==> config.mk <==
export PLATFORM = sky130hd
export DESIGN_NAME = mem_access_unit
export DESIGN_NICKNAME = d
export VERILOG_FILES = /design/src/rtl/mem_access_unit.sv
export SDC_FILE = /design/constraint.sdc
export NUM_CORES = 1
export LEC_CHECK = 0
export ABC_AREA = 1
export ABC_CLOCK_PERIOD_IN_PS = 1600
export CAP_MARGIN = 25
export CORE_ASPECT_RATIO = 2
export CORE_UTILIZATION = 41
export DETAILED_ROUTE_END_ITERATION = 12
export PLACE_DENSITY_LB_ADDON = 0.3
export SYNTH_ARGS = -nofsm -noshare
export SYNTH_HDL_FRONTEND = slang
export SYNTH_SLANG_ARGS = --single-unit
==> constraint.sdc <==
create_clock -name clk -period 1.6 [get_ports clk]
set_clock_uncertainty 0.15 [all_clocks]
set_input_delay 0.24 -clock clk [delete_from_list [all_inputs] [get_ports clk]]
set_output_delay 0.24 -clock clk [all_outputs]
set_load 0.01 [all_outputs]
==> src/rtl/mem_access_unit.sv <==
// Memory access unit: turns CPU byte/half/word load/store requests into
// single word-aligned bus cycles. It checks alignment, replicates store data
// across byte lanes, extracts and extends load data, and aborts a bus cycle
// that is not acknowledged within TIMEOUT cycles.
//
// Handshake rules: a request is taken on a rising edge where req_valid=1
// and req_ready=1 (req_ready is high only in IDLE). resp_valid is a
// one-cycle pulse with no back-pressure. On the bus side, bus_req and the
// other bus_* outputs stay constant until bus_ack=1 is sampled, or until
// the timeout expires.
module mem_access_unit #(
   parameter int unsigned TIMEOUT = 255
) (
   input  logic        clk,
   input  logic        rst_n,
   input  logic        req_valid,
   output logic        req_ready,
   input  logic        req_write,
   input  logic [1:0]  req_len,
   input  logic        req_signed,
   input  logic [31:0] req_addr,
   input  logic [31:0] req_wdata,
   output logic        resp_valid,
   output logic [31:0] resp_rdata,
   output logic [1:0]  resp_err,
   output logic        bus_req,
   output logic        bus_we,
   output logic [31:0] bus_addr,
   output logic [3:0]  bus_be,
   output logic [31:0] bus_wdata,
   input  logic        bus_ack,
   input  logic [31:0] bus_rdata
);

   typedef enum logic [1:0] {IDLE = 2'd0, ACCESS = 2'd1, RESP = 2'd2} state_t;

   // Value the wait counter holds on the last cycle allowed without an ack.
   localparam logic [7:0] TMO_LAST = 8'(TIMEOUT - 1);

   state_t      state_q, state_d;
   logic [7:0]  cnt_q, cnt_d;
   logic        write_q, write_d;
   logic [1:0]  len_q, len_d;
   logic        sgn_q, sgn_d;
   logic [1:0]  lo_q, lo_d;
   logic        bus_req_q, bus_req_d;
   logic        bus_we_q, bus_we_d;
   logic [31:0] bus_addr_q, bus_addr_d;
   logic [3:0]  bus_be_q, bus_be_d;
   logic [31:0] bus_wdata_q, bus_wdata_d;
   logic [31:0] rdata_q, rdata_d;
   logic [1:0]  err_q, err_d;

   logic        misaligned;
   logic [3:0]  be_req;
   logic [31:0] wdata_req;
   logic [31:0] lane_w;
   logic [15:0] half_w;
   logic [31:0] load_data;

   // Decode the incoming request: alignment check, byte enables, lane-replicated data.
   always_comb begin
      misaligned = 1'b0;
      be_req     = 4'b1111;
      wdata_req  = req_wdata;
      case (req_len)
         2'd0: begin
            be_req    = 4'b0001 << req_addr[1:0];
            wdata_req = {4{req_wdata[7:0]}};
         end
         2'd1: begin
            misaligned = req_addr[0];
            be_req     = req_addr[1] ? 4'b1100 : 4'b0011;
            wdata_req  = {2{req_wdata[15:0]}};
         end
         2'd2: begin
            misaligned = (req_addr[1:0] != 2'b00);
         end
         default: begin
            misaligned = 1'b1;
         end
      endcase
   end

   // Select the addressed lane of the returned word and extend it to 32 bits.
   always_comb begin
      lane_w = bus_rdata >> {lo_q, 3'b000};
      half_w = lo_q[1] ? bus_rdata[31:16] : bus_rdata[15:0];
      case (len_q)
         2'd0:    load_data = {{24{sgn_q & lane_w[7]}}, lane_w[7:0]};
         2'd1:    load_data = {{16{sgn_q & half_w[15]}}, half_w};
         default: load_data = bus_rdata;
      endcase
   end

   // Next-state logic for the IDLE -> ACCESS/RESP -> IDLE sequence.
   always_comb begin
      state_d     = state_q;
      cnt_d       = cnt_q;
      write_d     = write_q;
      len_d       = len_q;
      sgn_d       = sgn_q;
      lo_d        = lo_q;
      bus_req_d   = bus_req_q;
      bus_we_d    = bus_we_q;
      bus_addr_d  = bus_addr_q;
      bus_be_d    = bus_be_q;
      bus_wdata_d = bus_wdata_q;
      rdata_d     = rdata_q;
      err_d       = err_q;
      case (state_q)
         IDLE: begin
            if (req_valid) begin
               write_d = req_write;
               len_d   = req_len;
               sgn_d   = req_signed;
               lo_d    = req_addr[1:0];
               cnt_d   = 8'd0;
               if (misaligned) begin
                  state_d = RESP;
                  err_d   = req_write ? 2'd2 : 2'd1;
                  rdata_d = 32'd0;
               end else begin
                  state_d     = ACCESS;
                  bus_req_d   = 1'b1;
                  bus_we_d    = req_write;
                  bus_addr_d  = {req_addr[31:2], 2'b00};
                  bus_be_d    = be_req;
                  bus_wdata_d = wdata_req;
               end
            end
         end
         ACCESS: begin
            if (bus_ack || (cnt_q == TMO_LAST)) begin
               // An ack on the same edge as the timeout wins.
               state_d     = RESP;
               bus_req_d   = 1'b0;
               bus_we_d    = 1'b0;
               bus_addr_d  = 32'd0;
               bus_be_d    = 4'd0;
               bus_wdata_d = 32'd0;
               err_d       = bus_ack ? 2'd0 : 2'd3;
               rdata_d     = (bus_ack && !write_q) ? load_data : 32'd0;
            end else begin
               cnt_d = cnt_q + 8'd1;
            end
         end
         RESP: begin
            state_d = IDLE;
         end
         default: begin
            state_d = IDLE;
         end
      endcase
   end

   // State and output registers; reset drops any bus cycle immediately.
   always_ff @(posedge clk or negedge rst_n) begin
      if (!rst_n) begin
         state_q     <= IDLE;
         cnt_q       <= 8'd0;
         write_q     <= 1'b0;
         len_q       <= 2'd0;
         sgn_q       <= 1'b0;
         lo_q        <= 2'd0;
         bus_req_q   <= 1'b0;
         bus_we_q    <= 1'b0;
         bus_addr_q  <= 32'd0;
         bus_be_q    <= 4'd0;
         bus_wdata_q <= 32'd0;
         rdata_q     <= 32'd0;
         err_q       <= 2'd0;
      end else begin
         state_q     <= state_d;
         cnt_q       <= cnt_d;
         write_q     <= write_d;
         len_q       <= len_d;
         sgn_q       <= sgn_d;
         lo_q        <= lo_d;
         bus_req_q   <= bus_req_d;
         bus_we_q    <= bus_we_d;
         bus_addr_q  <= bus_addr_d;
         bus_be_q    <= bus_be_d;
         bus_wdata_q <= bus_wdata_d;
         rdata_q     <= rdata_d;
         err_q       <= err_d;
      end
   end

   assign req_ready  = (state_q == IDLE);
   assign resp_valid = (state_q == RESP);
   assign resp_rdata = rdata_q;
   assign resp_err   = err_q;
   assign bus_req    = bus_req_q;
   assign bus_we     = bus_we_q;
   assign bus_addr   = bus_addr_q;
   assign bus_be     = bus_be_q;
   assign bus_wdata  = bus_wdata_q;

endmodule

# Word-level counts from Yosys, hierarchy flattened
# Cells that the tools add are included.
# totals
ff_bits	120
inputBits	104
out_inout_bits	106
wordCells	84
# classes
n_addsub	1
eq_ne	11
n_shift	2
n_mux	42
n_bitwise	2
n_reduce_logical	13
# ops
op	n
32-bit one-hot mux with 2 select lines	5
32-bit 2-to-1 mux	9
32-bit by 5-bit >> shifter with 8-bit output	1
16-bit 2-to-1 mux	1
2-bit 2-to-1 mux	8
4-bit 2-to-1 mux	4
8-bit 2-to-1 mux	2
4-bit one-hot mux with 2 select lines	2
8-bit one-hot mux with 2 select lines	1
8-bit by 1-bit adder with 8-bit output (second input constant)	1
8-bit equality test (second input constant)	1
2-bit != test (second input constant)	4
2-bit one-hot mux with 2 select lines	2
4-bit AND reduction	2
2-bit by 1-bit equality test with 1-bit output (second input constant)	3
2-bit zero test	3
1-bit 2-to-1 mux	5
2-bit equality test (second input constant)	2
1-bit one-hot mux with 2 select lines	2
2-bit AND reduction	2
2-bit nonzero test	2
1-bit by 2-bit left shift with 4-bit output (first input constant)	1
1-bit one-hot mux with 3 select lines	1
3-bit AND reduction	1
5 further kinds	6

# Depth between registers and ports, before layout
# Gate-level depths: netlist of run 1.
# logic_depth
depth_word	6
mapped_depth	11
ltp_nobuf	10

# Worst setup path before layout of run 1
# OpenSTA, ideal clock, no wires.
# synth_path
path_type	register -> register
startpoint	register cnt_q[0]
endpoint	register bus_addr_q[10], in the netlist bus_addr[10]
setup_time_ns	0.130
arrival_ns	1.363
t_required_ns	1.320
setup_slack_ns	-0.043
path_stages_with_launch	12
path_buffers	2
period_less_slack_ns	1.643
path_cell_list	dfrtp_1 -> inv_1 -> ha_1 -> nand2_1 -> nor2_1 -> nand2_1 -> nand2_2 -> nand3_4 -> buf_6 -> buf_6 -> nand2_1 -> o21ai_1
# synth_between
elab_chain_cells	4
# synth_rtl
item	line	text
start: declaration	41	logic [7:0] cnt_q, cnt_d;
start signal: assignment	175	cnt_q <= cnt_d;
8-bit equality test	134	if (bus_ack || (cnt_q == TMO_LAST)) begin
1-bit logical OR	134	
2-bit != test (no source line)	-	
4-bit AND reduction (no source line)	-	
end signal: assignment	182	bus_addr_q <= bus_addr_d;
end: declaration	48	logic [31:0] bus_addr_q, bus_addr_d;
# No other way between the ends.
# A chain may end at the register's enable or synchronous reset.

# Final worst setup path of run 1
# layout_path
startpoint	register cnt_q[0]
endpoint	register bus_addr_q[29], in the netlist bus_addr[29]
# Same word-level chain as after synthesis.

==> metrics.yaml, run 1 <==
logic_synthesis:
  yosys_warnings: 0
  synth.avg_cell_area_sq_um: 7.79
  syn_area_sq_mm: 0.00578
  synth.distinct_cells: 30
  ys_seq_area_share_pct: 51.0
  synth_seq_cells: 118
  synthesis.instances: 743
route:
  drt_iter0_drc: 226
  viasPerCell: 4.86
  route.detailed.drc: 0
  routedWlPerCell_microns: 14.9
  wirelength_mm: 17.8
  vias: 5813
  drtPass1Iterations: 6
  final_antenna_net_count: 0
floorplan:
  coreArea_sq_mm: 0.0138
  num_io_pins: 210
  dieWidth_microns: 86.0
  die_area_sq_mm: 0.0146
  die_y_microns: 170
  start_util_pct: 41.9
  rows: 61
clock_network:
  cts_tree: "built"
  h-tree-depth: 4
  clk_latency_ns: 0.41
  clock_sinks: 118
  cts_buffer_depth: 2
  cts.clk_slew.worst_paths_ns: 0.06
  numCtsBuffers: 17
  root_buffer: "clkbuf_16"
final_layout:
  final_layout_size_suffix_gt1_share_pct: 14.8
  nets: 1101
  utilization_pct: 66.4
  diodes: 0
  final_area_sq_mm: 0.00918
  syn2layout_area_growth_pct: 58.6
  num-fill-cells: 1219
  layout_commonest_cell: "nand2_1"
  final_cell_mix: "297 x nand2_1, 118 x dfrtp_1, 102 x clkdlybuf4s50_1, 102 x dlygate4sd2_1, 50 x o21ai_1"
global_route:
  first_global_vias: 5742
  grtUsageTotal_pct: 24.9
  gr-total-overflow: 0
  grt_pass1_wl_mm: 27.8
  grt_start_max_net_pins: 65
  antenna_found_initial: 0
timing:
  slew_violations: 0
  timing.final.crit_share_pct: 111
  finalHoldViolations: 0
  slew_headroom_pct: 57.3
  finalSetupViolCount: 112
  min_period_ns: 1.77
  rsz0062_at_grt: "true"
  fin_ws_ns: -0.169
  worst_slew_pin_slew_ns: 0.639
  max_freq_mhz: 565
  final.setup.tns_ns: -13.92
pwr:
  p_leak_uw: 0.00478
  total_power_uw: 17300
  p_per_area_mw_per_mm2: 1890
  peakVddDrop_mv: 1.26
worst_setup_path:
  path_max_fanout: 21
  crit_type: "reg -> reg"
  crit_required_ns: 1.74
  arrival_ns: 1.91
  critPathLaunchType: "flip-flop"
  endpoint_kind: "flip-flop"
placement:
  placed_area_sq_mm: 0.00833
  pre_cts_ws_ns: -0.499
  place_congestion: 0.892
  numPortBuffers: 207
  hpwl_mm: 12.5
outcome:
  outcome: "complete, but fails checks"
  violations: "negative setup slack"
flow_run:
  drv_cap: 0
hold_path:
  hold_class: "in -> async"
==> cell families after synthesis <==
logic type / count (synthesis) / share of synthesized area (%)
AND/OR/NAND/NOR: 385 / 27.3
buffers and inverters: 86 / 6.84
adder cells (fa/ha/maj): 2 / 0.433
flip-flops: 118 / 51.0
AO/OA/AOI/OAI: 146 / 13.5
other: 1 / 0.0648
XOR/XNOR: 3 / 0.454
multiplexers: 2 / 0.389
==> flip-flops by register name, indices dropped and copies added (netlist names) <==
register	count
bus_be	4
resp_rdata	32
len_q	2
bus_we	1
sgn_q	1
lo_q	2
bus_wdata	32
state_q	2
resp_err	2
write_q	1
bus_req	1
bus_addr	30
cnt_q	8
==> worst paths after layout <==
path / depth (start not counted) / startpoint / endpoint / slack [ns]
worst min register to register: 2 / resp_rdata[11] / resp_rdata[11] / 0.31
worst max-delay path: 11 / cnt_q[0] / bus_addr[29] / -0.17
worst min-delay path: 3 / rst_n / cnt_q[2] / 0.22
min in group clk: 3 / req_addr[9] / bus_addr[9] / 0.23
worst max register to register: 11 / cnt_q[0] / bus_addr[29] / -0.17
max in group asynchronous: 3 / rst_n / resp_rdata[20] / 0.73
==> worst max-delay path: stages (launching register included) <==
cell	delay, ns
dfrtp_1	0.38
inv_1	0.07
ha_1	0.15
nand2_1	0.05
nor2_1	0.08
nand2_1	0.10
nand2_4	0.11
nand3_4	0.11
buf_8	0.17
buf_16	0.15
nand2_1	0.06
o21ai_1	0.06
==> synth_stat cells, drive strengths merged <==
master    n  area share, %
o211ai   16            2.1
dfrtp   118             51
buf      23            2.7
nor2     31            2.3
inv      41            2.7
nand2   304             20
or2      10            1.1
conb      1          0.065
o21ai    98            8.6
nor3      2           0.26
a21oi    32            2.8
mux2      2           0.39
nand3    38            3.8
xor2      3           0.45
ha        2           0.43
clkbuf   21            1.4
clkinv    1          0.065
==> layer usage <==
layer | GRT usage [%] | share of wire [%] | vias to the layer above
met2 | 46.1 | 55 | 214
met5 | 0 | 0 | -
met4 | 13.3 | 4.0 | 0
met1 | 26.2 | 36 | 2665
met3 | 4.51 | 4.4 | 41
li1 | - | - | 2893
==> stage by stage <==
stage,hold WS [ns],instances
after global placement,0.128,1147
after detailed placement,0.122,1147
after floorplan,-0.206,744
final,0.220,1197
after global routing,0.234,1197
after CTS,0.212,1192
==> timing repair <==
item | in CTS | in global routing
buffers inserted | 8 | 3
resized for setup | 139 | 30
endpoints found under the hold margin | 118 | 0
hold buffers | 1 | 0
pin swaps | 2 | 1
setup endpoints to repair | 214 | 117
gates cloned | 4 | 2
==> area by class of cell <==
cell class | count | area [sq um] | share of cell area [%]
Multi-Input combinational cell | 541 | 2540 | 27.7
Timing Repair Buffer | 274 | 2670 | 29.1
Clock inverter | 15 | 169 | 1.84
Sequential cell | 118 | 2950 | 32.2
Clock buffer | 17 | 425 | 4.64
Inverter | 42 | 170 | 1.85
Tap cell | 189 | 236 | 2.58
Timing Repair inverter | 1 | 11.3 | 0.123
==> power by group <==
group	internal [uW]	total (uW)	leakage, uW	switching [uW]
sequential	4270	4980	0.00153	714
combinational	3890	8560	0.00298	4670
clock	2320	3790	0.000277	1460
total	10500	17300	0.00478	6840
Power figures use the tool's default switching activity.
==> run 2, diff against run 1 <==
--- a/config.mk
+++ b/config.mk
@@ -11,6 +11,7 @@
 export CORE_ASPECT_RATIO = 2
 export CORE_UTILIZATION = 41
 export DETAILED_ROUTE_END_ITERATION = 12
+export HOLD_SLACK_MARGIN = 0.05
 export PLACE_DENSITY_LB_ADDON = 0.3
 export SYNTH_ARGS = -nofsm -noshare
 export SYNTH_HDL_FRONTEND = slang
==> results of run 2 <==
Same layout as run 1: the final DEF is identical, and so are final timing and power.
==> run 3, diff against run 2 <==
--- a/config.mk
+++ b/config.mk
@@ -9,6 +9,7 @@
 export ABC_CLOCK_PERIOD_IN_PS = 1600
 export CAP_MARGIN = 25
 export CORE_ASPECT_RATIO = 2
+export CORE_MARGIN = 2
 export CORE_UTILIZATION = 41
 export DETAILED_ROUTE_END_ITERATION = 12
 export HOLD_SLACK_MARGIN = 0.05
==> run 3 against run 2 <==
The run still ends with negative setup slack left. Maximum frequency decreased by 1.5%. Critical path depth down 1. Utilization rose by 4.1 points. Clock-buffer cell count grew 4. Sequential share of layout area shrank 1.9 points. First-iteration DRC count is 3.5% higher. Non-clock buffer count up 5. Critical path type unchanged.
==> metrics.yaml, run 3 (synthesized netlist as in run 1, its figures left out) <==
final_layout:
  layout_commonest_cell: "nand2_1"
  nets: 1107  # +0.54%
  final_cell_mix: "268 x nand2_1, 118 x dfrtp_1, 102 x clkdlybuf4s50_1, 102 x dlygate4sd2_1, 39 x o21ai_1"
  num-fill-cells: 1082  # -11%
  regArea_sq_mm: 0.00295  # unchanged
  final_area_sq_mm: 0.00974  # +6.1%
  final_layout_size_suffix_gt1_share_pct: 20.6  # +5.8 points
  syn2layout_area_growth_pct: 68.3
  finalNonFillerCells: 1204  # +0.58%
  multi_input_area_sq_mm: 0.00280  # +9.8%
outcome:
  outcome: "complete, but fails checks"
  violations: "negative setup slack"
timing:
  finalSetupViolCount: 102  # -8.9%
  finalHoldViolations: 0  # unchanged
  rsz0062_at_grt: "true"
  fin_ws_ns: -0.195  # -0.0261 ns
  worst_slew_pin_slew_ns: 0.633  # -0.00588 ns
  final.setup.tns_ns: -9.47  # +4.45 ns
  max_freq_mhz: 557  # -1.5%
  timing.final.crit_share_pct: 112  # +1.6 points
  slew_violations: 0  # unchanged
  slew_headroom_pct: 57.7  # +0.39 points
  min_period_ns: 1.80  # +0.0261 ns
worst_setup_path:
  arrival_ns: 1.93  # +0.02 ns
  crit_type: "reg -> reg"
  reg2reg_depth: 10  # -1
  crit_chain: "inv_2, nand2_8, nor2_4, nand2_4, buf_4, buf_6, nand2_8, clkinvlp_4, nand2_1, o21ai_0"
  crit_path_top_delay_cell: "dfrtp_1"
  worst_path_most_repeated_cell: "nand2_8"
  crit_path_max_incr_delay_ns: 0.41  # +0.03 ns
  critPathLaunchType: "flip-flop"
  endpoint_kind: "flip-flop"
  path_max_fanout: 5  # -76%
  crit_required_ns: 1.74  # about the same
floorplan:
  coreArea_sq_mm: 0.0138  # unchanged
  die_y_microns: 172  # +1.2%
  start_util_pct: 41.9  # unchanged
  num_io_pins: 210  # unchanged
  die_area_sq_mm: 0.0151  # +3.5%
  rows: 61  # unchanged
  dieWidth_microns: 88.0  # +2.3%
pwr:
  peakVddDrop_mv: 1.41  # +12%
  power.internal_uw: 11900  # +13%
  power_frac_seq_pct: 25.9  # -2.8 points
  combPwrFrac_pct: 52.4  # +3.0 points
  clockPowerShare_pct: 21.8  # about the same
  p_per_area_mw_per_mm2: 2010  # +6.2%
  power.share.switching_pct: 39.2  # -0.31 points
  p_sw_uw: 7650  # +12%
  p_leak_uw: 0.00499  # +4.4%
global_route:
  grtUsageTotal_pct: 26.4  # +1.4 points
  grt_pass1_wl_mm: 30.0  # +7.6%
  grt_start_max_net_pins: 72  # +11%
  gr-total-overflow: 0  # unchanged
  first_global_vias: 5881  # +2.4%
  antenna_found_initial: 0  # unchanged
placement:
  numPortBuffers: 207  # unchanged
  placed_area_sq_mm: 0.00834  # about the same
  dp.cells: 1143  # -0.35%
  place_congestion: 0.926  # +3.8%
  hpwl_mm: 13.0  # +3.9%
clock_network:
  clk_latency_ns: 0.41  # about the same
  cts.clk_slew.worst_paths_ns: 0.05  # about the same
  root_buffer: "clkbuf_16"
  clock_sinks: 118  # unchanged
  cts_tree: "built"
  h-tree-depth: 4  # unchanged
  cts_buffer_depth: 2  # unchanged
  numCtsBuffers: 17  # unchanged
route:
  drt_iter0_drc: 234  # +3.5%
  wirelength_mm: 20.6  # +16%
  vias: 6090  # +4.8%
  route.detailed.drc: 0  # unchanged
  final_antenna_net_count: 0  # unchanged
  viasPerCell: 5.06  # +4.2%
  routedWlPerCell_microns: 17.1  # +15%
  drtPass1Iterations: 4  # -2
flow_run:
  drv_cap: 0  # unchanged
hold_path:
  hold_class: "in -> async"
run 3: final timing paths:
path,slack [ns],end,startpoint
setup reg to reg,-0.20,cnt_q[6],state_q[1]
min in group clk,0.23,bus_addr[8],req_addr[8]
setup / recovery,-0.20,cnt_q[6],state_q[1]
max in group asynchronous,0.72,bus_wdata[27],rst_n
hold reg to reg,0.31,resp_rdata[13],resp_rdata[13]
hold / removal,0.20,cnt_q[2],rst_n
run 3: final cells by class:
| class | instances | area share, % |
|---|---|---|
| sequential | 118 | 30.3 |
| timing repair buffer | 279 | 29.9 |
| multi-input combinational | 542 | 28.7 |
| clock buffer | 21 | 4.73 |
| tap | 189 | 2.43 |
| clock inverter | 11 | 2.03 |
| inverter | 42 | 1.73 |
| timing repair inverter | 1 | 0.0771 |
| antenna | 1 | 0.0257 |
run 3: per-stage QoR:
stage / setup WS (ns) / total power, uW / hold WS (ns) / utilization [%]
4_1_cts: -0.135 / 18300 / 0.211 / 67.4
6_report: -0.195 / 19500 / 0.200 / 70.5
3_5_place_dp: -0.446 / 13300 / 0.103 / 60.4
3_3_place_gp: -0.419 / 13200 / 0.0976 / 60.4
5_1_grt: -0.280 / 20700 / 0.222 / 70.5
2_1_floorplan: -0.0430 / 9210 / -0.206 / -
run 3: worst max-delay path: cells and delay by family (launching register included):
kind | cells | cell delay, ns
AO/OA/AOI/OAI | 1 | 0.08
buffers and inverters | 4 | 0.56
flip-flops | 1 | 0.41
AND/OR/NAND/NOR | 5 | 0.46
run 3: timing repair:
| action | in CTS | in global routing |
|---|---|---|
| setup buffers | 7 | 5 |
| pin swaps | 2 | 9 |
| hold buffers | 1 | 0 |
| gates resized for setup | 164 | 80 |
| endpoints found under the hold margin | 118 | 0 |
| cloned | 8 | 8 |
| endpoints found under the setup margin | 214 | 114 |
run 3: power groups by stage:
stage	sequential, uW	combinational, uW	clock (uW)
after CTS	4960	9010	4290
after global placement	5010	8160	0
after global routing	5200	11100	4430
after floorplan	5470	3730	0
after detailed placement	5010	8320	0
final	5050	10200	4250
run 3: metal layers:
metal | wire, microns | GRT usage (%) | vias to the layer above
met5 | 0 | 0 | -
met4 | 929 | 13.9 | 0
met3 | 1030 | 4.63 | 63
met2 | 11600 | 48.8 | 251
met1 | 6990 | 27.4 | 2856
li1 | - | - | 2920
